[src/rtl/gshare_sched_pkg.sv]
// Shared types and defaults for the gshare request scheduler.
// Holds the FSM state encoding and the queued resolve entry layout.
package gshare_sched_pkg;

    localparam int W_DEF          = 32;
    localparam int RQ_DEPTH_DEF   = 4;
    localparam int STARVE_MAX_DEF = 3;
    localparam int TIMEOUT_DEF    = 16;

    typedef enum logic [2:0] {
        S_IDLE    = 3'd0,
        S_ISSUE_P = 3'd1,
        S_WAIT_P  = 3'd2,
        S_ISSUE_R = 3'd3,
        S_WAIT_R  = 3'd4,
        S_RESP    = 3'd5
    } sched_state_t;

    typedef struct packed {
        logic [W_DEF-1:0] pc;
        logic [W_DEF-1:0] target;
        logic             hit;
    } res_entry_t;

endpackage

[src/rtl/gshare_resolve_fifo.sv]
// Resolve request FIFO with a registered head entry.
// Head reflects the oldest entry one cycle after any push/pop.
module gshare_resolve_fifo
    import gshare_sched_pkg::*;
#(
    parameter int DEPTH = RQ_DEPTH_DEF,
    localparam int CW   = $clog2(DEPTH) + 1
) (
    input  logic          clk,
    input  logic          rst,
    input  logic          push,
    input  res_entry_t    push_data,
    input  logic          pop,
    output res_entry_t    head,
    output logic          full,
    output logic          empty,
    output logic [CW-1:0] count
);

    localparam int AW = $clog2(DEPTH);

    res_entry_t        mem [DEPTH];
    logic [AW-1:0]     wr_ptr;
    logic [AW-1:0]     rd_ptr;
    logic [AW-1:0]     rd_nxt;
    logic [CW-1:0]     count_nxt;
    logic              do_push;
    logic              do_pop;
    res_entry_t        head_nxt;

    assign full    = (count == CW'(DEPTH));
    assign empty   = (count == '0);
    assign do_push = push && !full;
    assign do_pop  = pop && !empty;
    assign rd_nxt  = do_pop ? rd_ptr + 1'b1 : rd_ptr;

    always_comb begin
        count_nxt = count;
        unique case ({do_push, do_pop})
            2'b10:   count_nxt = count + 1'b1;
            2'b01:   count_nxt = count - 1'b1;
            default: count_nxt = count;
        endcase
    end

    // Bypass the write port when the pushed entry becomes the new head.
    always_comb begin
        head_nxt = '0;
        if (count_nxt != '0) begin
            if (do_push && (wr_ptr == rd_nxt))
                head_nxt = push_data;
            else
                head_nxt = mem[rd_nxt];
        end
    end

    always_ff @(posedge clk) begin
        if (do_push)
            mem[wr_ptr] <= push_data;
    end

    always_ff @(posedge clk) begin
        if (rst) begin
            wr_ptr <= '0;
            rd_ptr <= '0;
            count  <= '0;
            head   <= '0;
        end else begin
            if (do_push)
                wr_ptr <= wr_ptr + 1'b1;
            rd_ptr <= rd_nxt;
            count  <= count_nxt;
            head   <= head_nxt;
        end
    end

endmodule

[src/rtl/gshare_req_scheduler.sv]
// Arbitrates fetch predicts and queued execute resolves onto one
// gshare predictor, with start pulses, done wait and a watchdog.
module gshare_req_scheduler
    import gshare_sched_pkg::*;
#(
    parameter int W          = W_DEF,
    parameter int RQ_DEPTH   = RQ_DEPTH_DEF,
    parameter int STARVE_MAX = STARVE_MAX_DEF,
    parameter int TIMEOUT    = TIMEOUT_DEF,
    localparam int CW        = $clog2(RQ_DEPTH) + 1
) (
    input  logic          clk,
    input  logic          rst,
    input  logic          pred_valid,
    output logic          pred_ready,
    input  logic [W-1:0]  pred_pc,
    output logic          pred_rsp_valid,
    input  logic          pred_rsp_ready,
    output logic          pred_rsp_taken,
    output logic [W-1:0]  pred_rsp_target,
    output logic          pred_rsp_timeout,
    input  logic          res_valid,
    output logic          res_ready,
    input  logic [W-1:0]  res_pc,
    input  logic [W-1:0]  res_target,
    input  logic          res_hit,
    output logic          bp_start_pred,
    output logic          bp_start_resolve,
    output logic [W-1:0]  bp_pc,
    output logic [W-1:0]  bp_actual_target,
    output logic          bp_pr_hit,
    input  logic          bp_br_pred,
    input  logic [W-1:0]  bp_target,
    input  logic          bp_done,
    output logic [CW-1:0] res_count,
    output logic          err_sticky
);

    localparam int SW = $clog2(STARVE_MAX + 1);
    localparam int TW = $clog2(TIMEOUT);

    sched_state_t  state;
    res_entry_t    push_ent;
    res_entry_t    head_ent;
    logic          fifo_full;
    logic          fifo_empty;
    logic          push;
    logic          pop;
    logic          res_win;
    logic          pred_win;
    logic          wd_expired;
    logic [SW-1:0] starve;
    logic [SW-1:0] starve_nxt;
    logic [TW-1:0] wd;

    assign push_ent.pc     = W_DEF'(res_pc);
    assign push_ent.target = W_DEF'(res_target);
    assign push_ent.hit    = res_hit;

    assign res_ready = !fifo_full;
    assign push      = res_valid && res_ready;

    gshare_resolve_fifo #(
        .DEPTH (RQ_DEPTH)
    ) u_fifo (
        .clk       (clk),
        .rst       (rst),
        .push      (push),
        .push_data (push_ent),
        .pop       (pop),
        .head      (head_ent),
        .full      (fifo_full),
        .empty     (fifo_empty),
        .count     (res_count)
    );

    assign res_win = !fifo_empty &&
                     (fifo_full || !pred_valid ||
                      starve == SW'(STARVE_MAX));
    assign pred_win   = pred_valid && !res_win;
    assign pred_ready = (state == S_IDLE) && pred_win;

    assign wd_expired = (wd == TW'(TIMEOUT - 1));
    assign pop = (state == S_WAIT_R) && (bp_done || wd_expired);

    always_comb begin
        starve_nxt = starve;
        if (state == S_IDLE && res_win)
            starve_nxt = '0;
        else if (state == S_IDLE && pred_win && !fifo_empty)
            starve_nxt = starve + 1'b1;
        else if (fifo_empty)
            starve_nxt = '0;
    end

    always_ff @(posedge clk) begin
        if (rst) begin
            state            <= S_IDLE;
            starve           <= '0;
            wd               <= '0;
            bp_start_pred    <= 1'b0;
            bp_start_resolve <= 1'b0;
            bp_pc            <= '0;
            bp_actual_target <= '0;
            bp_pr_hit        <= 1'b0;
            pred_rsp_valid   <= 1'b0;
            pred_rsp_taken   <= 1'b0;
            pred_rsp_target  <= '0;
            pred_rsp_timeout <= 1'b0;
            err_sticky       <= 1'b0;
        end else begin
            starve           <= starve_nxt;
            bp_start_pred    <= 1'b0;
            bp_start_resolve <= 1'b0;
            unique case (state)
                S_IDLE: begin
                    if (res_win) begin
                        state            <= S_ISSUE_R;
                        bp_start_resolve <= 1'b1;
                        bp_pc            <= head_ent.pc[W-1:0];
                        bp_actual_target <= head_ent.target[W-1:0];
                        bp_pr_hit        <= head_ent.hit;
                    end else if (pred_win) begin
                        state         <= S_ISSUE_P;
                        bp_start_pred <= 1'b1;
                        bp_pc         <= pred_pc;
                    end
                end
                S_ISSUE_P: state <= S_WAIT_P;
                S_ISSUE_R: state <= S_WAIT_R;
                S_WAIT_P: begin
                    // A done arriving on the expiry cycle still wins.
                    if (bp_done || wd_expired) begin
                        state            <= S_RESP;
                        wd               <= '0;
                        bp_pc            <= '0;
                        pred_rsp_valid   <= 1'b1;
                        pred_rsp_taken   <= bp_done && bp_br_pred;
                        pred_rsp_target  <= bp_done ? bp_target : '0;
                        pred_rsp_timeout <= !bp_done;
                    end else begin
                        wd <= wd + 1'b1;
                    end
                end
                S_WAIT_R: begin
                    if (bp_done || wd_expired) begin
                        state            <= S_IDLE;
                        wd               <= '0;
                        bp_pc            <= '0;
                        bp_actual_target <= '0;
                        bp_pr_hit        <= 1'b0;
                        if (!bp_done)
                            err_sticky <= 1'b1;
                    end else begin
                        wd <= wd + 1'b1;
                    end
                end
                S_RESP: begin
                    if (pred_rsp_ready) begin
                        state            <= S_IDLE;
                        pred_rsp_valid   <= 1'b0;
                        pred_rsp_taken   <= 1'b0;
                        pred_rsp_target  <= '0;
                        pred_rsp_timeout <= 1'b0;
                    end
                end
                default: state <= S_IDLE;
            endcase
        end
    end

endmodule

[config.mk]
export PLATFORM = sky130hd
export DESIGN_NAME = gshare_req_scheduler
export DESIGN_NICKNAME = d
export VERILOG_FILES = /design/src/rtl/gshare_sched_pkg.sv /design/src/rtl/gshare_resolve_fifo.sv /design/src/rtl/gshare_req_scheduler.sv
export SDC_FILE = /design/constraint.sdc
export NUM_CORES = 1
export LEC_CHECK = 0
export CORE_ASPECT_RATIO = 1.75
export CORE_MARGIN = 2
export CORE_UTILIZATION = 54
export CTS_CLUSTER_DIAMETER = 200
export DETAILED_ROUTE_END_ITERATION = 8
export PLACE_DENSITY = 0.83
export RECOVER_POWER = 50
export SYNTH_ARGS = -nofsm -noshare
export SYNTH_HDL_FRONTEND = slang
export SYNTH_SLANG_ARGS = --single-unit
[constraint.sdc]
create_clock -name clk -period 3.95 [get_ports clk]
set_input_delay 1.185 -clock clk [delete_from_list [all_inputs] [get_ports clk]]
set_output_delay 1.185 -clock clk [all_outputs]
set_load 0.005 [all_outputs]
==> summary.md, run 1 <==
| Metric | Value |
|---|---|
| Area taken by multi-input logic gates | `roughly 4500 um^2` |
| Async S/R FF share, synth | `0%` |
| Main flop type after synthesis | `edfxtp_1` |
| TritonCTS Buffers | `39` |
| Status | `finished with violations` |
| Clock Pin Slew Worst Setup and Hold Paths | `around 0.060 ns` |
| Top cell type's share of synthesized area | `47.8%` |
| Largest net degree at the start of global routing | `120` |
| Max IR drop VDD | `0.000447 V` |
| Distinct cell type count of the synthesized netlist | `50` |
| Hold Path Class | `reg -> reg` |
| Synthesized area per cell | `16.0 um^2` |
| Post-route design area | `about 21000 um^2` |
| Min-Delay Startpoint | `bp_pc[1]$_SDFFE_PP0P_` |
| IO Pins | `244` |
| GP Congestion | `0.802` |
| Placement Cell Area | `just under 20000 um^2` |
| DRC | `0` |
| Synth area leader | `edfxtp_1` |
| Antenna violations before repair | `12` |
| Initial Utilization | `a little over half` |
| Drt pass-1 iters | `5` |
| Pint | `8.15 mW` |
| RSZ-0062 raised after global routing | `false` |
| Most common cell after layout, fill and taps aside | `edfxtp_1` |
| Tcrit/Tclk final | `a little over nine tenths` |
| Crit-path max cell delay | `between 0.5 and 0.6 ns` |
| First-pass GRT wire length | `55.4 mm` |
| Via density | `5.81` |
| Quantity of hold-fixing buffers added after cts | `0` |
| Crit path capture type | `output port` |
| Clock root buffer | `clkbuf_16` |
| Synthesis-to-finish area growth | `26.0%` |
| DRT iter0 DRCs | `575` |
| Clk_skew | `around 0.026 ns` |
| Cell Chain, Critical Path | `clkdlybuf4s50_1, nand2b_1, o21ai_4, nand3_1, inv_1, clkdlybuf4s50_1` |
| Peak Freq | `260 MHz` |
| Synth top area cells | `edfxtp_1, dfxtp_1, mux4_2` |
| Dpl cells | `1608` |
| Startpoint class of the critical path | `input pin` |
| Synth Instances | `between 1000 and 1500` |
| Clock Latency Late Sink | `roughly 0.56 ns` |
| Synthesized area | `16300 um^2` |
| H-tree Lvls | `2` |
| Worst slack, placed | `-0.431 ns` |
| Seq cells post-synth | `444` |
| Worst-path fanout max | `4` |
| Reg power frac | `50.6%` |
| FF+latch area | `between 10000 and 15000 um^2` |
| Vias | `around 10000` |
| Synth Net Count | `1163` |
| Final setup vio count | `0` |
| Vias in the first global route | `10100` |
| Clock buffer depth | `3` |
| CTS tree | `yes` |
| Detail Route Antenna Nets | `0` |
| Synthesis warning total | `0` |
| Die width | `136 um` |
| Wirelength per Cell | `approximately 22 um` |
| EDFF count, synth | `260` |
| Total global-route track usage | `23.2%` |
| Cell repeated most along the worst path | `clkdlybuf4s50_1` |
| Combinational power share | `14.4%` |
| Clk sinks | `444` |
| IO buf count | `243` |
| Grt total ovfl | `0` |
| Fillers | `1991` |
| Slew headroom | `-37.8%` |
| Critical path class | `in -> out` |
| Clock share of power | `35.1%` |
| Non-Filler Instances | `1688` |
| Psw | `2.59 mW` |
| Critical Path Source | `pred_valid` |
| Maximum capacitance violations | `5` |
| Register area share after synthesis | `70.3%` |
| # rows | `84` |
| Die height | `~230 um` |
| Post-DP HPWL | `22.3 mm` |
| Final worst slack | `0.109 ns` |
| Slowest-stage cell, CP | `clkdlybuf4s50_1` |
| CP required | `roughly 2.8 ns` |
| Tightest Pin Transition | `2.07 ns` |
| Power Density | `522 nW/um^2` |
| Core Region | `roughly 30000 um^2` |
| Post-route minimum period | `3.84 ns` |
| Final Hold Viols | `0` |
| Failing checks | `max-capacitance violations, max-slew violations` |
| Routed WL | `roughly 37 mm` |
| Worst path arrival time | `2.66 ns` |
| Fin util | `about 69%` |
| Highest-count cells in the layout ignoring fill and taps | `edfxtp_1, dfxtp_1, clkdlybuf4s50_1` |
| Slew Limit Fails | `232` |
| Final net count | `~1400` |
| Power, Total | `~11 mW` |
| Critical R2R Launch | `u_fifo.count[0]$_SDFF_PP0_` |
| Switching share of power | `roughly a quarter` |
| Die area | `31700 um^2` |
| P_leak | `around 7.0 nW` |
| Layout cell share with drive strength beyond 1 | `13.8%` |
-- through the flow --
step	hold WS (ns)	setup TNS, ns
global route	0.507	0
finish	0.473	0
global placement	0.457	-21.26
floorplan	0.449	0
CTS	0.472	0
detailed placement	0.466	-25.51
-- worst max-delay path, delay by kind of cell --
| kind | cells | cell delay (ns) |
|---|---|---|
| buf+inv | 3 | 1.10 |
| simple gates | 2 | 0.23 |
| compound gates | 1 | 0.14 |
-- state kept, by name, summed over array words and instances (netlist names), 3 cells and up --
signal and flops:
bp_pc 32, state 3, u_fifo.count 3, pred_rsp_target 32
u_fifo.mem 260, wd 4, bp_actual_target 32, u_fifo.head 65
-- power by group through the flow --
stage	sequential (mW)	combinational [mW]	clock, mW
3_3_place_gp	5.50	1.49	0
4_1_cts	5.42	1.55	3.84
2_1_floorplan	5.48	0.830	0
5_1_grt	5.46	1.67	4.01
6_report	5.43	1.54	3.77
3_5_place_dp	5.52	1.54	0
-- synthesized netlist by cell type, drive strengths merged, types with 2 or more instances --
library cell	number
buf	31
mux4	65
xnor3	2
inv	9
nor4	4
and2	2
ha	7
or3	2
and3	6
xor2	5
a31o	2
a22o	65
a22oi	67
a31oi	2
a21oi	41
nand2b	4
nand2	40
nor3	8
o21ai	37
nand3	2
nor2	85
nor2b	4
mux2	34
dfxtp	184
edfxtp	260
clkbuf	39
-- layer usage --
layer  vias to the layer above  GRT usage, %  share of wire, %
met5                         -             0             0.072
met4                         4          9.47               3.7
met3                        84          4.06               6.7
met2                       365          43.1                54
met1                      4909          26.1                36
li1                       4448             -                 -
-- layout make-up --
cell class | count | share of cell area (%)
clock buffer | 51 | 5.06
antenna | 8 | 0.0973
clock inverter | 19 | 1.00
tap | 387 | 2.35
inverter | 9 | 0.164
sequential | 444 | 55.8
timing repair buffer | 274 | 13.6
multi-input combinational | 496 | 21.9
-- final timing paths --
kind,endpoint,slack (ns),depth (start not counted)
setup / recovery,pred_ready,0.11,6
hold / removal,bp_pc[1]$_SDFFE_PP0P_,0.47,2
setup reg to reg,u_fifo.head[47]$_SDFF_PP0_,0.40,13
hold reg to reg,bp_pc[1]$_SDFFE_PP0P_,0.47,2
-- logic make-up (layout without fill, tap and decap cells) --
logic type / count (synthesis) / after routing / share of synthesized area, %
compound gates: 219 / 219 / 9.52
xor+xnor: 8 / 8 / 0.643
fa+ha+maj: 8 / 8 / 0.658
buf+inv: 79 / 353 / 2.49
flops: 444 / 444 / 70.3
mux: 100 / 100 / 11.8
other cells: 0 / 8 / 0
simple gates: 161 / 161 / 4.55
-- repair_timing --
action	in CTS	in global routing
hold endpoints to repair	0	0
gates resized for setup	0	4
setup buffers	0	0
setup endpoints to repair	0	28
No activity file was read; power rests on OpenSTA's default activity.
==> inputs of run 2 (changes only) <==
- CORE_UTILIZATION: 54 -> 58
- PLACE_DENSITY: 0.83 -> 0.88
- clock period: 3.95 -> 4.9 ns (I/O delays scaled with it)
==> run 2 against run 1 <==
  * The run still ends with max-capacitance violations, max-slew violations left
  * Hold slack gained 0.0020 ns
  * Die area fell by 6.7%
  * Clock skew shrank 0.0060 ns
  * Critical endpoint unchanged
==> summary.md, run 2 (synthesis results as in run 1) <==
| Metric | Value |
|---|---|
| Clock Pin Slew Worst Setup and Hold Paths | `0.07 ns` |
| Drt pass-1 iters | `4` |
| Switching share of power | `24.0%` |
| RSZ-0062 raised after global routing | `false` |
| Regs by FF count | `u_fifo.mem (260), u_fifo.head (65)` |
| Grt total ovfl | `0` |
| Die area | `29600 um^2` |
| Quantity of hold-fixing buffers added after cts | `0` |
| Slew headroom | `-45.3%` |
| Clock buffer depth | `3` |
| Clk sinks | `approximately 440` |
| IO Pins | `244` |
| Post-route minimum period | `between 4 and 5 ns` |
| Max reg flops | `between 200 and 300` |
| Hold Path Class | `reg -> reg` |
| Setup TNS | `0 ns` |
| Detail Route Antenna Nets | `0` |
| Most flop-heavy register | `u_fifo.mem` |
| Initial Utilization | `approximately three fifths` |
| Failing checks | `max-capacitance violations, max-slew violations` |
| DRT iter0 DRCs | `634` |
| Clock root buffer | `clkbuf_16` |
| Hold slack | `0.475 ns` |
| Layout cell share with drive strength beyond 1 | `a little over an eighth` |
| Most common cell after layout, fill and taps aside | `edfxtp_1` |
| Clock share of power | `35.6%` |
| Maximum capacitance violations | `5` |
| P_leak | `7.16 nW` |
| Routed WL | `38.2 mm` |
| Highest-count cells in the layout ignoring fill and taps | `edfxtp_1, dfxtp_1, clkdlybuf4s50_1` |
| Pint | `6.60 mW` |
| Post-DP HPWL | `23.2 mm` |
| Combinational power share | `13.9%` |
| Antenna violations before repair | `15` |
| Clock Latency Late Sink | `0.54 ns` |
| DRC | `0` |
| Area taken by multi-input logic gates | `4520 um^2` |
| Clk_skew | `slightly above 0.02 ns` |
| Core Region | `27900 um^2` |
| Via density | `about 6.0` |
| Psw | `2.09 mW` |
| IO buf count | `about 240` |
| Worst-path fanout max | `4` |
| TritonCTS Buffers | `37` |
| Fillers | `1675` |
| Crit path capture type | `output port` |
| Non-Filler Instances | `1669` |
| CTS tree | `yes` |
| Status | `finished with violations` |
| Synthesis-to-finish area growth | `25.5%` |
| Dpl cells | `between 1500 and 2000` |
| Tcrit/Tclk final | `95.9%` |
| Max IR drop VDD | `0.000384 V` |
| Die height | `226 um` |
| CP required | `about 3.4 ns` |
| Worst path arrival time | `3.23 ns` |
| Setup bufs post-CTS | `0` |
| Slowest-stage cell, CP | `dlygate4sd3_1` |
| Final setup vio count | `0` |
| CP Buf/Inv Count | `3` |
| Die width | `131 um` |
| FF+latch area | `around 11000 um^2` |
| # rows | `81` |
| Cell Chain, Critical Path | `dlygate4sd3_1, nand2b_1, o21ai_4, nand3_1, inv_1, clkdlybuf4s50_1` |
| Wirelength per Cell | `22.9 um` |
| Tightest Pin Transition | `between 2 and 2.5 ns` |
| Reg power frac | `50.5%` |
| Crit-path max cell delay | `between 0.6 and 0.7 ns` |
| Power Density | `424 nW/um^2` |
| H-tree Lvls | `2` |
| Startpoint class of the critical path | `input pin` |
| Critical Path Source | `pred_valid` |
| Final Hold Viols | `0` |
| Min-Delay Startpoint | `bp_pc[9]$_SDFFE_PP0P_` |
| Critical R2R Launch | `u_fifo.count[0]$_SDFF_PP0_` |
| Post-CTS Resized | `0` |
| Critical path class | `in -> out` |
| Vias | `between 10000 and 15000` |
| Crit path max-delay family | `buffers and inverters` |
| Slew Limit Fails | `321` |
| First-pass GRT wire length | `57.4 mm` |
| Final net count | `1397` |
| GP Congestion | `0.832` |
| Total global-route track usage | `26.0%` |
| Largest net degree at the start of global routing | `77` |
| Vias in the first global route | `10400` |
| Peak Freq | `213 MHz` |
-- run 2: changes by cell type in the layout (fill, tap and decap cells not counted), moves of 2 or more --
cell and delta:
clkbuf_1 -7, clkbuf_16 -2, diode_2 +6, clkdlybuf4s50_1 -53, inv_6 -3, and3_1 -2
clkbuf_8 +2, dlygate4sd3_1 +54
-- run 2: per-stage QoR --
step / utilization (%) / area (um^2) / total power, mW / setup slack, ns
finish: 73.6 / 20500 / 8.69 / 0.203
global route: 73.6 / 20500 / 9.00 / 0.159
CTS: 73.5 / 20500 / 8.77 / 0.308
global placement: 69.0 / 19200 / 5.63 / 0.248
detailed placement: 69.0 / 19200 / 5.69 / 0.0430
floorplan: - / 16300 / 5.08 / 0.940
-- run 2: power by group through the flow --
stage / Clock (mW) / Combinational [mW] / Sequential, mW
finish: 3.09 / 1.21 / 4.39
global route: 3.28 / 1.31 / 4.41
CTS: 3.14 / 1.25 / 4.39
detailed placement: 0 / 1.23 / 4.46
global placement: 0 / 1.18 / 4.45
floorplan: 0 / 0.669 / 4.41
-- run 2: worst paths after layout --
path,to,slack (ns),depth (start not counted)
hold / removal,bp_pc[9]$_SDFFE_PP0P_,0.47,2
hold reg to reg,bp_pc[9]$_SDFFE_PP0P_,0.47,2
setup reg to reg,u_fifo.head[36]$_SDFF_PP0_,1.33,13
setup / recovery,pred_ready,0.20,6
-- run 2: layout make-up --
cell class | instances | share of cell area [%]
inverter | 9 | 0.165
timing repair buffer | 265 | 13.1
tap | 373 | 2.28
antenna | 14 | 0.171
clock buffer | 50 | 5.15
multi-input combinational | 496 | 22.0
clock inverter | 18 | 1.07
sequential | 444 | 56.0
-- run 2: metal layers --
layer	share of wire (%)	vias up	wire length, um	track usage (%)
li1	-	4431	-	-
met1	36	5044	13700	30.3
met2	53	471	20300	45.5
met3	6.4	98	2430	4.38
met4	4.5	0	1710	13.8
met5	0	-	0	0
-- run 2: worst register-to-register path, cell delays in order (launching register included) --
cell,delay [ns]
dfxtp_1,0.40
nor2_1,0.32
nand2_1,0.22
and2_0,0.24
inv_1,0.08
ha_1,0.20
inv_1,0.08
fa_1,0.39
xor2_1,0.16
or3_1,0.35
a31o_1,0.27
and4b_2,0.39
buf_4,0.23
a22o_1,0.18
==> inputs of run 3 (changes only) <==
- CELL_PAD_IN_SITES_DETAIL_PLACEMENT: unset -> 1
- CELL_PAD_IN_SITES_GLOBAL_PLACEMENT: unset -> 2
- CORE_UTILIZATION: 58 -> 42
==> run 3 against run 2 <==
  * Count of clock-buffer cells in the layout grew 9
  * Largest cell class unchanged
  * Core utilization shrank 20 points
  * Cell count grew 6.4%
  * Die area grew 37%
  * Critical path type unchanged
  * Clock power grew 6%
  * Maximum frequency grew 1.7%
  * Register-to-register slack lost 0.11 ns
  * Clock skew shrank 0.0045 ns
  * Highest routed layer is now met5
  * The run still ends with max-capacitance violations, max-slew violations left
  * Largest power group unchanged
  * Worst setup slack gained 0.080 ns
  * First-iteration DRC count shrank 13%
  * Hold slack lost 0.0038 ns
  * Sequential share of layout area shrank 0.27 points
==> summary.md, run 3 (synthesis results as in run 1) <==
| Metric | Value |
|---|---|
| Status | `finished with violations` |
| Failing checks | `max-capacitance violations, max-slew violations` |
| Hold Path Class | `reg -> reg` |
| Worst-path fanout max | `4` |
| Peak Freq | `217 MHz` |
| DRT iter0 DRCs | `553` |
| Vias in the first global route | `10800` |
| Maximum capacitance violations | `4` |
| Most common cell after layout, fill and taps aside | `edfxtp_1` |
| Grt total ovfl | `0` |
| Antenna violations before repair | `12` |
| Tcrit/Tclk final | `94.2%` |
| Clock Pin Slew Worst Setup and Hold Paths | `0.06 ns` |
| Vias | `9883` |
| CTS tree | `yes` |
| Quantity of hold-fixing buffers added after cts | `0` |
| Final setup vio count | `0` |
| First-pass GRT wire length | `63.6 mm` |
| Post-DP HPWL | `about 25 mm` |
| Final worst slack | `0.284 ns` |
| Routed WL | `41.6 mm` |
| Highest-count cells in the layout ignoring fill and taps | `edfxtp_1, dfxtp_1, dlygate4sd3_1` |
| Layout cell share with drive strength beyond 1 | `13.1%` |
| Regs by FF count | `u_fifo.mem (260), u_fifo.head (65)` |
| TritonCTS Buffers | `between 40 and 50` |
| Clock buffer depth | `3` |
| RSZ-0062 raised after global routing | `false` |
| Post-route minimum period | `4.62 ns` |
| Power Density | `~430 nW/um^2` |
| Detail Route Antenna Nets | `0` |
| Startpoint class of the critical path | `input pin` |
| P_leak | `~7.2 nW` |
| Non-Filler Instances | `1776` |
| Die width | `153 um` |
| Clk_skew | `0.0157 ns` |
| Die area | `40600 um^2` |
| Clock Latency Late Sink | `between 0.5 and 0.6 ns` |
| Wirelength per Cell | `23.4 um` |
| CP required | `3.43 ns` |
| Final net count | `around 1400` |
| Slew headroom | `-58.5%` |
| IO Pins | `244` |
| Worst slack, placed | `0.151 ns` |
| Setup bufs post-CTS | `0` |
| Initial Utilization | `42.6%` |
| Max IR drop VDD | `0.000274 V` |
| Total global-route track usage | `20.3%` |
| Clock root buffer | `clkbuf_16` |
| # rows | `between 90 and 100` |
| Max reg flops | `260` |
| H-tree Lvls | `2` |
| GP Congestion | `just under 0.8` |
| Dpl cells | `1693` |
| Critical path class | `in -> out` |
| Largest net degree at the start of global routing | `120` |
| Synthesis-to-finish area growth | `26.1%` |
| Setup TNS | `0 ns` |
| DRC | `0` |
| Die height | `approximately 260 um` |
| Most flop-heavy register | `u_fifo.mem` |
| Clk sinks | `~440` |
| Tightest Pin Transition | `approximately 2.4 ns` |
| IO buf count | `243` |
| Via density | `approximately 5.6` |
| Worst path arrival time | `3.15 ns` |
| Crit path capture type | `output port` |
| Final Hold Viols | `0` |
| Drt pass-1 iters | `5` |
| Slew Limit Fails | `233` |
| Post-CTS Resized | `0` |
| Core Region | `38400 um^2` |
[run 3: worst paths after layout]
check	from	to	slack, ns	cells past startpoint
setup / recovery	pred_valid	pred_ready	0.28	6
hold / removal	bp_pc[7]$_SDFFE_PP0P_	bp_pc[7]$_SDFFE_PP0P_	0.47	2
setup reg to reg	wd[0]$_SDFFE_PP0N_	u_fifo.head[22]$_SDFF_PP0_	1.22	12
hold reg to reg	bp_pc[7]$_SDFFE_PP0P_	bp_pc[7]$_SDFFE_PP0P_	0.47	2
[run 3: critical path, cell delays in order]
cell,delay (ns)
dlygate4sd3_1,0.61
nand2b_1,0.13
o21ai_4,0.14
nand3_1,0.19
inv_1,0.10
clkdlybuf4s50_1,0.50
[run 3: area by class of cell]
type	count	area [um^2]
Fill cell	3635	17800
Clock inverter	17	201
Clock buffer	59	1170
Tap cell	485	607
Timing Repair Buffer	259	2610
Antenna cell	7	17.5
Inverter	9	33.8
Multi-Input combinational cell	496	4480
Sequential cell	444	11500
[run 3: metrics by stage]
step	power (mW)	hold slack (ns)	area [um^2]	util [%]
2_1_floorplan	5.08	0.449	16300	-
3_3_place_gp	5.67	0.458	19300	50.3
3_5_place_dp	5.73	0.466	19300	50.3
4_1_cts	9.00	0.474	20700	53.8
5_1_grt	9.21	0.500	20600	53.7
6_report	8.87	0.471	20600	53.7
[run 3: metal layers]
layer / global-route usage (%) / wire length [um]
met4: 7.63 / 1330
met5: 0 / 13
met3: 3.12 / 2140
met2: 37.7 / 22300
met1: 23.5 / 15800
[run 3: power breakdown]
group | total (mW) | internal, mW | switching (mW)
registers | 4.41 | 4.25 | 0.159
clock network | 3.27 | 1.88 | 1.39
logic | 1.19 | 0.555 | 0.635
total | 8.87 | 6.68 | 2.18
